--- src/rtl/muldiv_iter.sv ---
// Iterative MIPS mult/multu/div/divu unit: radix-2 shift-add multiply or restoring divide,
// one bit per cycle, start/busy/done handshake driving the HI/LO write-back.
module muldiv_iter #(
  parameter int unsigned WIDTH = 32
) (
  input  logic             clk,
  input  logic             rst,
  input  logic             start,
  input  logic [1:0]       op,
  input  logic [WIDTH-1:0] srcA,
  input  logic [WIDTH-1:0] srcB,
  input  logic             flush,
  output logic             busy,
  output logic             done,
  output logic             we_hi,
  output logic             we_lo,
  output logic [WIDTH-1:0] hi_out,
  output logic [WIDTH-1:0] lo_out,
  output logic             div_by_zero
);

  localparam int unsigned CntW = $clog2(WIDTH + 1);

  typedef enum logic [1:0] {StIdle, StCalc, StSign, StDone} state_e;

  state_e           state_q, state_d;
  logic [CntW-1:0]  cnt_q, cnt_d;
  logic             is_div_q, is_div_d;
  logic             neg_q, neg_d;
  logic             neg_rem_q, neg_rem_d;
  // b_q: multiplicand or divisor magnitude; {hi_q, lo_q}: product accumulator, or
  // partial remainder / dividend-shifting-into-quotient for divide.
  logic [WIDTH-1:0] b_q, b_d;
  logic [WIDTH-1:0] hi_q, hi_d;
  logic [WIDTH-1:0] lo_q, lo_d;
  logic [WIDTH-1:0] hi_out_d, lo_out_d;
  logic             dbz_d;

  logic               accept, is_signed, a_neg, b_neg, b_zero, div_ge;
  logic [WIDTH-1:0]   a_mag, b_mag;
  logic [WIDTH:0]     mul_sum, div_shift, div_diff;
  logic [2*WIDTH-1:0] prod;

  always_comb begin
    accept    = ((state_q == StIdle) || (state_q == StDone)) && start && !flush;
    is_signed = ~op[0];
    a_neg     = is_signed & srcA[WIDTH-1];
    b_neg     = is_signed & srcB[WIDTH-1];
    a_mag     = a_neg ? -srcA : srcA;
    b_mag     = b_neg ? -srcB : srcB;
    b_zero    = op[1] && (srcB == '0);
    mul_sum   = {1'b0, hi_q} + (lo_q[0] ? {1'b0, b_q} : '0);
    div_shift = {hi_q, lo_q[WIDTH-1]};
    div_diff  = div_shift - {1'b0, b_q};
    div_ge    = div_shift >= {1'b0, b_q};
    prod      = neg_q ? -{hi_q, lo_q} : {hi_q, lo_q};
  end

  always_comb begin
    state_d   = state_q;
    cnt_d     = cnt_q;
    is_div_d  = is_div_q;
    neg_d     = neg_q;
    neg_rem_d = neg_rem_q;
    b_d       = b_q;
    hi_d      = hi_q;
    lo_d      = lo_q;
    hi_out_d  = hi_out;
    lo_out_d  = lo_out;
    dbz_d     = div_by_zero;

    unique case (state_q)
      StIdle, StDone: begin
        state_d = StIdle;
        if (accept) begin
          is_div_d  = op[1];
          neg_d     = a_neg ^ b_neg;
          neg_rem_d = a_neg;
          cnt_d     = CntW'(WIDTH);
          hi_d      = '0;
          b_d       = op[1] ? b_mag : a_mag;
          lo_d      = op[1] ? a_mag : b_mag;
          if (b_zero) begin
            state_d  = StDone;
            hi_out_d = srcA;
            lo_out_d = '1;
            dbz_d    = 1'b1;
          end else begin
            state_d = StCalc;
          end
        end
      end
      StCalc: begin
        cnt_d = cnt_q - CntW'(1);
        if (is_div_q) begin
          hi_d = div_ge ? div_diff[WIDTH-1:0] : div_shift[WIDTH-1:0];
          lo_d = {lo_q[WIDTH-2:0], div_ge};
        end else begin
          hi_d = mul_sum[WIDTH:1];
          lo_d = {mul_sum[0], lo_q[WIDTH-1:1]};
        end
        if (cnt_q == CntW'(1)) state_d = StSign;
      end
      StSign: begin
        state_d = StDone;
        dbz_d   = 1'b0;
        if (is_div_q) begin
          lo_out_d = neg_q ? -lo_q : lo_q;
          hi_out_d = neg_rem_q ? -hi_q : hi_q;
        end else begin
          hi_out_d = prod[2*WIDTH-1:WIDTH];
          lo_out_d = prod[WIDTH-1:0];
        end
      end
      default: state_d = StIdle;
    endcase

    // Abort leaves the visible result exactly as it was.
    if (flush) begin
      state_d  = StIdle;
      hi_out_d = hi_out;
      lo_out_d = lo_out;
      dbz_d    = div_by_zero;
    end
  end

  always_ff @(posedge clk) begin
    if (rst) begin
      state_q     <= StIdle;
      cnt_q       <= '0;
      is_div_q    <= 1'b0;
      neg_q       <= 1'b0;
      neg_rem_q   <= 1'b0;
      b_q         <= '0;
      hi_q        <= '0;
      lo_q        <= '0;
      hi_out      <= '0;
      lo_out      <= '0;
      div_by_zero <= 1'b0;
    end else begin
      state_q     <= state_d;
      cnt_q       <= cnt_d;
      is_div_q    <= is_div_d;
      neg_q       <= neg_d;
      neg_rem_q   <= neg_rem_d;
      b_q         <= b_d;
      hi_q        <= hi_d;
      lo_q        <= lo_d;
      hi_out      <= hi_out_d;
      lo_out      <= lo_out_d;
      div_by_zero <= dbz_d;
    end
  end

  assign busy  = (state_q == StCalc) || (state_q == StSign);
  assign done  = (state_q == StDone);
  assign we_hi = done;
  assign we_lo = done;

endmodule
--- config.mk ---
export PLATFORM = sky130hd
export DESIGN_NAME = muldiv_iter
export DESIGN_NICKNAME = d
export VERILOG_FILES = /design/src/rtl/muldiv_iter.sv
export SDC_FILE = /design/constraint.sdc
export NUM_CORES = 1
export LEC_CHECK = 0
export ABC_AREA = 0
export BUFFER_PORTS_ARGS = -buffer_cell sky130_fd_sc_hd__buf_2
export CAP_MARGIN = 20
export CORE_ASPECT_RATIO = 0.8
export CORE_MARGIN = 1
export CORE_UTILIZATION = 61
export CTS_CLUSTER_DIAMETER = 30
export DETAILED_ROUTE_END_ITERATION = 6
export PLACE_DENSITY = 0.82
export SLEW_MARGIN = 40
export SYNTH_ARGS = -nofsm -noshare
export SYNTH_HDL_FRONTEND = slang
export SYNTH_SLANG_ARGS = --single-unit
--- constraint.sdc ---
create_clock -name clk -period 3.7 [get_ports clk]
set_input_delay 0.555 -clock clk [delete_from_list [all_inputs] [get_ports clk]]
set_output_delay 0.555 -clock clk [all_outputs]
set_load 0.05 [all_outputs]
After elaboration in Yosys (flattened, before gate mapping) --
Index checks and enable logic that the tools add are counted.
Word-level totals: word-level logic and storage cells 79, flip-flop bits (word level) 172
Cells by class: reduce and logical (&&, ||, !) cells 15, bitwise gates (word level) 5, magnitude comparators 1, eq/ne operators 7, $add $sub $neg 8, mux-type cells 32
Operator list (number):
- $mux 32 | 18
- $pmux 32 s2 | 4
- $neg 32->32 | 4
- $mux 64 | 1
- $neg 64->64 | 1
- $add 32x32->33 | 1
- $ge 33x32->1 | 1
- $logic_not 32->1 | 1
- $sub 32x32->32 | 1
- $pmux 6 s2 | 1
- $eq 6x1->1 const B | 1
- $mux 2 | 3
- $mux 6 | 1
- $ne 2x2->1 const B | 3
- $pmux 2 s3 | 1
- $sub 6x1->6 const B | 1
- $eq 2x2->1 const B | 2
- $reduce_and 2->1 | 2
- $reduce_and 4->1 | 1
- $reduce_bool 2->1 | 2
- $reduce_or 2->1 | 2
- $logic_and 1x1->1 | 3
- $and 1x1->1 | 2
- $eq 2x1->1 const B | 1
- 7 further kinds | 10

Logic depth before layout (Yosys ltp) --
depth after elaboration 6, gate-level depth with buffers 15

Least setup slack after synthesis --
Ideal clock, no wire load.
path kind reg-to-reg, from reg lo_q[0], to reg hi_q[31], required time 3574 ps, setup time 126 ps, stages on the path, launching flop included 14, path buffers 1, slack 549 ps, arrival time 3024 ps, cell sequence dfxtp_1 -> inv_1 -> clkbuf_1 -> nor2_1 -> ha_1 -> a2111oi_0 -> a22oi_1 -> a311o_1 -> o21ai_1 -> a21oi_1 -> a2111oi_2 -> nor2b_1 -> o21ai_0 -> a211oi_1
Between the ends: longest elaborated chain between the ends 4
Ends and longest elaborated chain:
- from (decl) | line 35 | logic [WIDTH-1:0] lo_q, lo_d;
- from (signal assigned) | line 148 | lo_q <= lo_d;
- $mux 32 | line 52 | mul_sum = {1'b0, hi_q} + (lo_q[0] ? {1'b0, b_q} : '0);
- $add 32x32->33 | line 52
- $mux 32 | line 95 | if (is_div_q) begin
- $pmux 32 s2 | line 72 | unique case (state_q)
- to (signal assigned) | line 147 | hi_q <= hi_d;
- to (decl) | line 34 | logic [WIDTH-1:0] hi_q, hi_d;
No other way between the ends. A chain may end at the register's enable or synchronous reset.

Worst setup path in the final report --
from reg lo_q[0], to reg hi_q[30]
Same word-level chain as after synthesis.

==> results.md <==
Outcome:
- The flow ran to the end, and the final reports show no timing, DRC or antenna violations.

Synthesis:
- The number of flops mapped to enable cells by yosys is 0.
- The count of warnings emitted by yosys is 0.
- The synthesized netlist devotes 27.8% of its cell area to compound gates.
- The area share of and/or/nand/nor cells after synthesis is 21.1%.
- Of the post-synthesis cell area, the part taken by muxes is 4.12%.
- In this run, synthesis produced a sequential element count of 172.
- The total standard cell area after synthesis is 14300 um^2.
- A synthesized cell averages 7.35 um^2.
- The number of nets in the synthesized netlist is 2097.
- The instance count of the mapped netlist is 1952.
- Sequential elements use 24.0% of the synthesized area.
- The synthesized netlist contains 74 unique library cells.
- The arithmetic-cell share of the synthesized area counting full adders, half adders and majority gates is 6.65%.
- The combinational family with the most area after synthesis is compound AO/OA/AOI/OAI gates.
- For this run, asynchronously set or reset flops after synthesis account for 0%.
- After Yosys synthesis, XOR and XNOR cells account for 10.7% of the synthesized area.
- The most used flip-flop cell after synthesis is sky130_fd_sc_hd__dfxtp_1.

Floorplan:
- The number of placed I/O pins is 139.
- The die covers 24100 um^2.
- The site row count is 49.
- The initial utilization of the core area, before any placement, comes to 63.1%.
- The die extent in y is 139 um.
- Measured along the x axis, the die boundary spans 173 um.
- The region available for standard cell placement spans 22700 um^2.

Setup path:
- The worst register-to-register path ends at hi_q[30].
- The worst setup path is of the reg -> reg kind.
- The most numerous cell type found on the critical path is sky130_fd_sc_hd__o21ai_0.
- The critical path endpoint category is a flop.
- Of all nets on the critical path, the largest fanout is 18.
- STA classifies the critical path startpoint as a flop.
- At the worst endpoint, the arrival time is 3.77 ns.
- The critical register-to-register path startpoint is lo_q[0].
- The delay of the slowest cell on the worst path is 0.45 ns.
- The critical path goes through inv_1, buf_4, nor2_1, ha_1, o21a_1, o21ai_0, a31oi_1, a21bo_2, nand2_1, o41a_1, o21ai_0, mux2i_1, a221oi_1.
- For this design, the slowest cell found on the critical path is sky130_fd_sc_hd__o41a_1.
- The required time of the worst setup path is 3.98 ns.
- Measured in cells, the most critical reg-to-reg path has a length of 13.
- The minimum setup slack among reg-to-reg paths is 0.21 ns.

Hold path:
- The destination of the worst hold path is b_q[25].
- The worst hold path belongs to the class reg -> reg.
- The startpoint identified for the worst hold timing path is b_q[25].
- The worst hold path passes through 2 cells.

GRT:
- The initial antenna violation count was 0.
- Global routing finished with a remaining overflow of 0.
- The via count of the first global-routing pass was 14000.
- Entering global routing, the biggest net connects 88 pins.
- The first global-routing pass estimated 79800 um of wire.
- The total global-route track usage is 42.2%.

Place:
- Buffers placed on the I/O ports in this run total 138.
- Detailed placement ended at an HPWL of 39600 um.
- The pre-CTS setup slack is 0.127 ns.
- The placer's final routability congestion estimate is 0.998.

Timing:
- The transition time of the tightest slew-check pin is 0.859 ns.
- The maximum frequency from static timing analysis is 287 MHz.
- The clock period could shrink to 3.49 ns.
- The maximum clock skew at final layout is 0.0147 ns.
- The hold violation count in the final report came to 0.
- Setup total negative slack on the finished layout was measured at 0 ns.
- The setup slack after layout is 0.210 ns.
- Measured against its own limit, the worst slew margin works out to 42.6%.
- Setup repair after global routing left no endpoint under its margin.
- The total count of max-transition violations in the final report was 0.
- The final setup violation count is 0.
- The final critical path takes up 94.3% of the cycle.

Clock network:
- The deepest clock path buffer count is 2.
- Clock latency on the worst-skew pair, taken at its later pin, is 0.46 ns.
- The number of H-tree levels is 4.
- The clock slew seen by the registers of the worst setup and hold paths is 0.07 ns.
- The CTS sink count is 172.
- The CTS tree is built.
- The tree is rooted in a sky130_fd_sc_hd__clkbuf_16.
- The TritonCTS buffer count is 17.
- The number of setup buffers added after CTS is 0.

Cells and area:
- The number of nets in the final layout is 2184.
- The antenna diode count is 0.
- The area growth from synthesis to layout is 11.9%.
- Cells with a size suffix above 1 make up 14.5% of the layout.
- Measured on the finished design, the core utilization comes to 70.6%.
- The layout has 1909 filler cells.

Drt:
- The total wirelength of the detailed-routed design is 51700 um.
- The first routing iteration left 1942 violations.
- The detailed-route wire length per cell is 21.9 um.
- For this block, the via count after detailed routing is 15700.
- The first detailed-routing pass took 6 iterations.
- In the routed design, unresolved DRC markers number 0.
- Once detail routing completed, the nets flagged for antenna violations numbered 0.
- Dividing the detail-routed via count by the number of cells gives 6.65.

Power and ir drop:
- The total power of the final layout is 5.42 mW.
- The leakage power total is 6.64 nW.
- Across the VDD grid, the largest voltage drop is 0.288 mV.
- For this design the ratio of total power to cell area is 338 nW/um^2.

Flow run:
- The number of max-capacitance violations reported is 0.
## synthesized netlist by cell type (23+ instances only)
| cell | count | area, um^2 |
|---|---|---|
| sky130_fd_sc_hd__a211oi_1 | 85 | 638 |
| sky130_fd_sc_hd__nor3_1 | 50 | 250 |
| sky130_fd_sc_hd__dfxtp_1 | 172 | 3440 |
| sky130_fd_sc_hd__o21ai_0 | 96 | 480 |
| sky130_fd_sc_hd__a311oi_1 | 34 | 298 |
| sky130_fd_sc_hd__mux2i_1 | 32 | 320 |
| sky130_fd_sc_hd__mux2_2 | 24 | 270 |
| sky130_fd_sc_hd__a31oi_1 | 23 | 144 |
| sky130_fd_sc_hd__xor2_1 | 84 | 736 |
| sky130_fd_sc_hd__a21oi_1 | 191 | 956 |
| sky130_fd_sc_hd__ha_1 | 73 | 913 |
| sky130_fd_sc_hd__xnor2_1 | 92 | 806 |
| sky130_fd_sc_hd__o211ai_1 | 32 | 240 |
| sky130_fd_sc_hd__nand3_1 | 24 | 120 |
| sky130_fd_sc_hd__nand2_1 | 167 | 627 |
| sky130_fd_sc_hd__clkbuf_1 | 106 | 398 |
| sky130_fd_sc_hd__a21o_1 | 33 | 248 |
| sky130_fd_sc_hd__nor2_1 | 286 | 1070 |
| sky130_fd_sc_hd__inv_1 | 66 | 248 |
## registers in the layout, summed over array words and instances (netlist names)
signal,cells
b_q,32
hi_out,32
hi_q,32
lo_out,32
lo_q,32
cnt_q,6
state_q,2
div_by_zero,1
is_div_q,1
neg_q,1
neg_rem_q,1
## layer usage
metal | vias up | global-route usage (%) | wire [um]
li1 | 7211 | - | -
met1 | 7346 | 59.9 | 22100
met2 | 997 | 60.3 | 21100
met3 | 117 | 14.1 | 7320
met4 | 0 | 11.3 | 1190
met5 | - | 0 | 0
## how the worst max path moves through the flow
stage	from	end	slack, ns	cells past startpoint
after global placement	lo_q[31]	hi_q[30]	0.18	14
final	lo_q[0]	hi_q[30]	0.21	13
after floorplan	lo_q[0]	hi_q[31]	0.55	13
after global routing	hi_q[2]	hi_out[27]	0.01	10
after detailed placement	lo_q[31]	hi_q[30]	0.13	14
after CTS	lo_q[31]	hi_q[30]	0.10	14
## final cells by class
class,instances,area (um^2),share of cell area [%]
flip-flops and latches,172,3450,21.5
repair buffers,203,1230,7.67
inverters,66,248,1.54
well taps,306,383,2.39
multi-input cells,1579,10100,63.2
clock buffers,17,425,2.65
clock inverters,15,174,1.08
## placed cells by master, fill, tap and decap left out, types with 10 or more instances in the layout
master	count
sky130_fd_sc_hd__a211oi_1	83
sky130_fd_sc_hd__a21o_1	33
sky130_fd_sc_hd__a21oi_1	190
sky130_fd_sc_hd__a22oi_1	18
sky130_fd_sc_hd__a311oi_1	34
sky130_fd_sc_hd__a31oi_1	23
sky130_fd_sc_hd__and2_1	13
sky130_fd_sc_hd__buf_2	137
sky130_fd_sc_hd__buf_4	62
sky130_fd_sc_hd__clkbuf_16	17
sky130_fd_sc_hd__dfxtp_1	170
sky130_fd_sc_hd__ha_1	72
sky130_fd_sc_hd__inv_1	66
sky130_fd_sc_hd__mux2_2	24
sky130_fd_sc_hd__mux2i_1	32
sky130_fd_sc_hd__nand2_1	167
sky130_fd_sc_hd__nand2b_1	14
sky130_fd_sc_hd__nand3_1	24
sky130_fd_sc_hd__nand4_1	16
sky130_fd_sc_hd__nor2_1	285
sky130_fd_sc_hd__nor2b_1	13
sky130_fd_sc_hd__nor3_1	49
sky130_fd_sc_hd__nor4_1	17
sky130_fd_sc_hd__o211ai_1	32
sky130_fd_sc_hd__o21a_1	10
sky130_fd_sc_hd__o21ai_0	94
sky130_fd_sc_hd__o31ai_1	18
sky130_fd_sc_hd__or3_1	11
sky130_fd_sc_hd__or4_1	10
sky130_fd_sc_hd__xnor2_1	92
sky130_fd_sc_hd__xor2_1	84
## through the flow
stage,cells,instance area [um^2],hold slack [ns]
after floorplan,1952,14300,0.432
after global placement,2325,15400,0.438
after detailed placement,2325,15400,0.447
after CTS,2357,16000,0.431
after global routing,2358,16100,0.463
final,2358,16100,0.458
## power by group
group          total, mW  leakage (nW)  internal, mW  switching (mW)
logic               1.48          4.95         0.515           0.967
registers           2.04          1.40          1.94          0.0985
clock network       1.90         0.296         0.969           0.932
total               5.42          6.64          3.42            2.00
## worst max-delay path: cells and delay by family, from the launching register on
family	cells	cell delay (ns)
adder cells (fa/ha/maj)	1	0.38
flip-flops	1	0.36
buffers and inverters	2	0.48
AND/OR/NAND/NOR	2	0.16
AO/OA/AOI/OAI	7	1.72
multiplexers	1	0.22
## kinds of logic after synthesis
group | Yosys count
buf+inv | 201
xor+xnor | 176
fa+ha+maj | 75
simple gates | 659
mux | 56
flops | 172
compound gates | 613
## repair_timing
item / in CTS / in global routing
endpoints found under the setup margin: 0 / 3
gates resized for setup: 0 / 4
hold buffers: 0 / 0
Note: power is estimated with default switching activity, not from simulation.
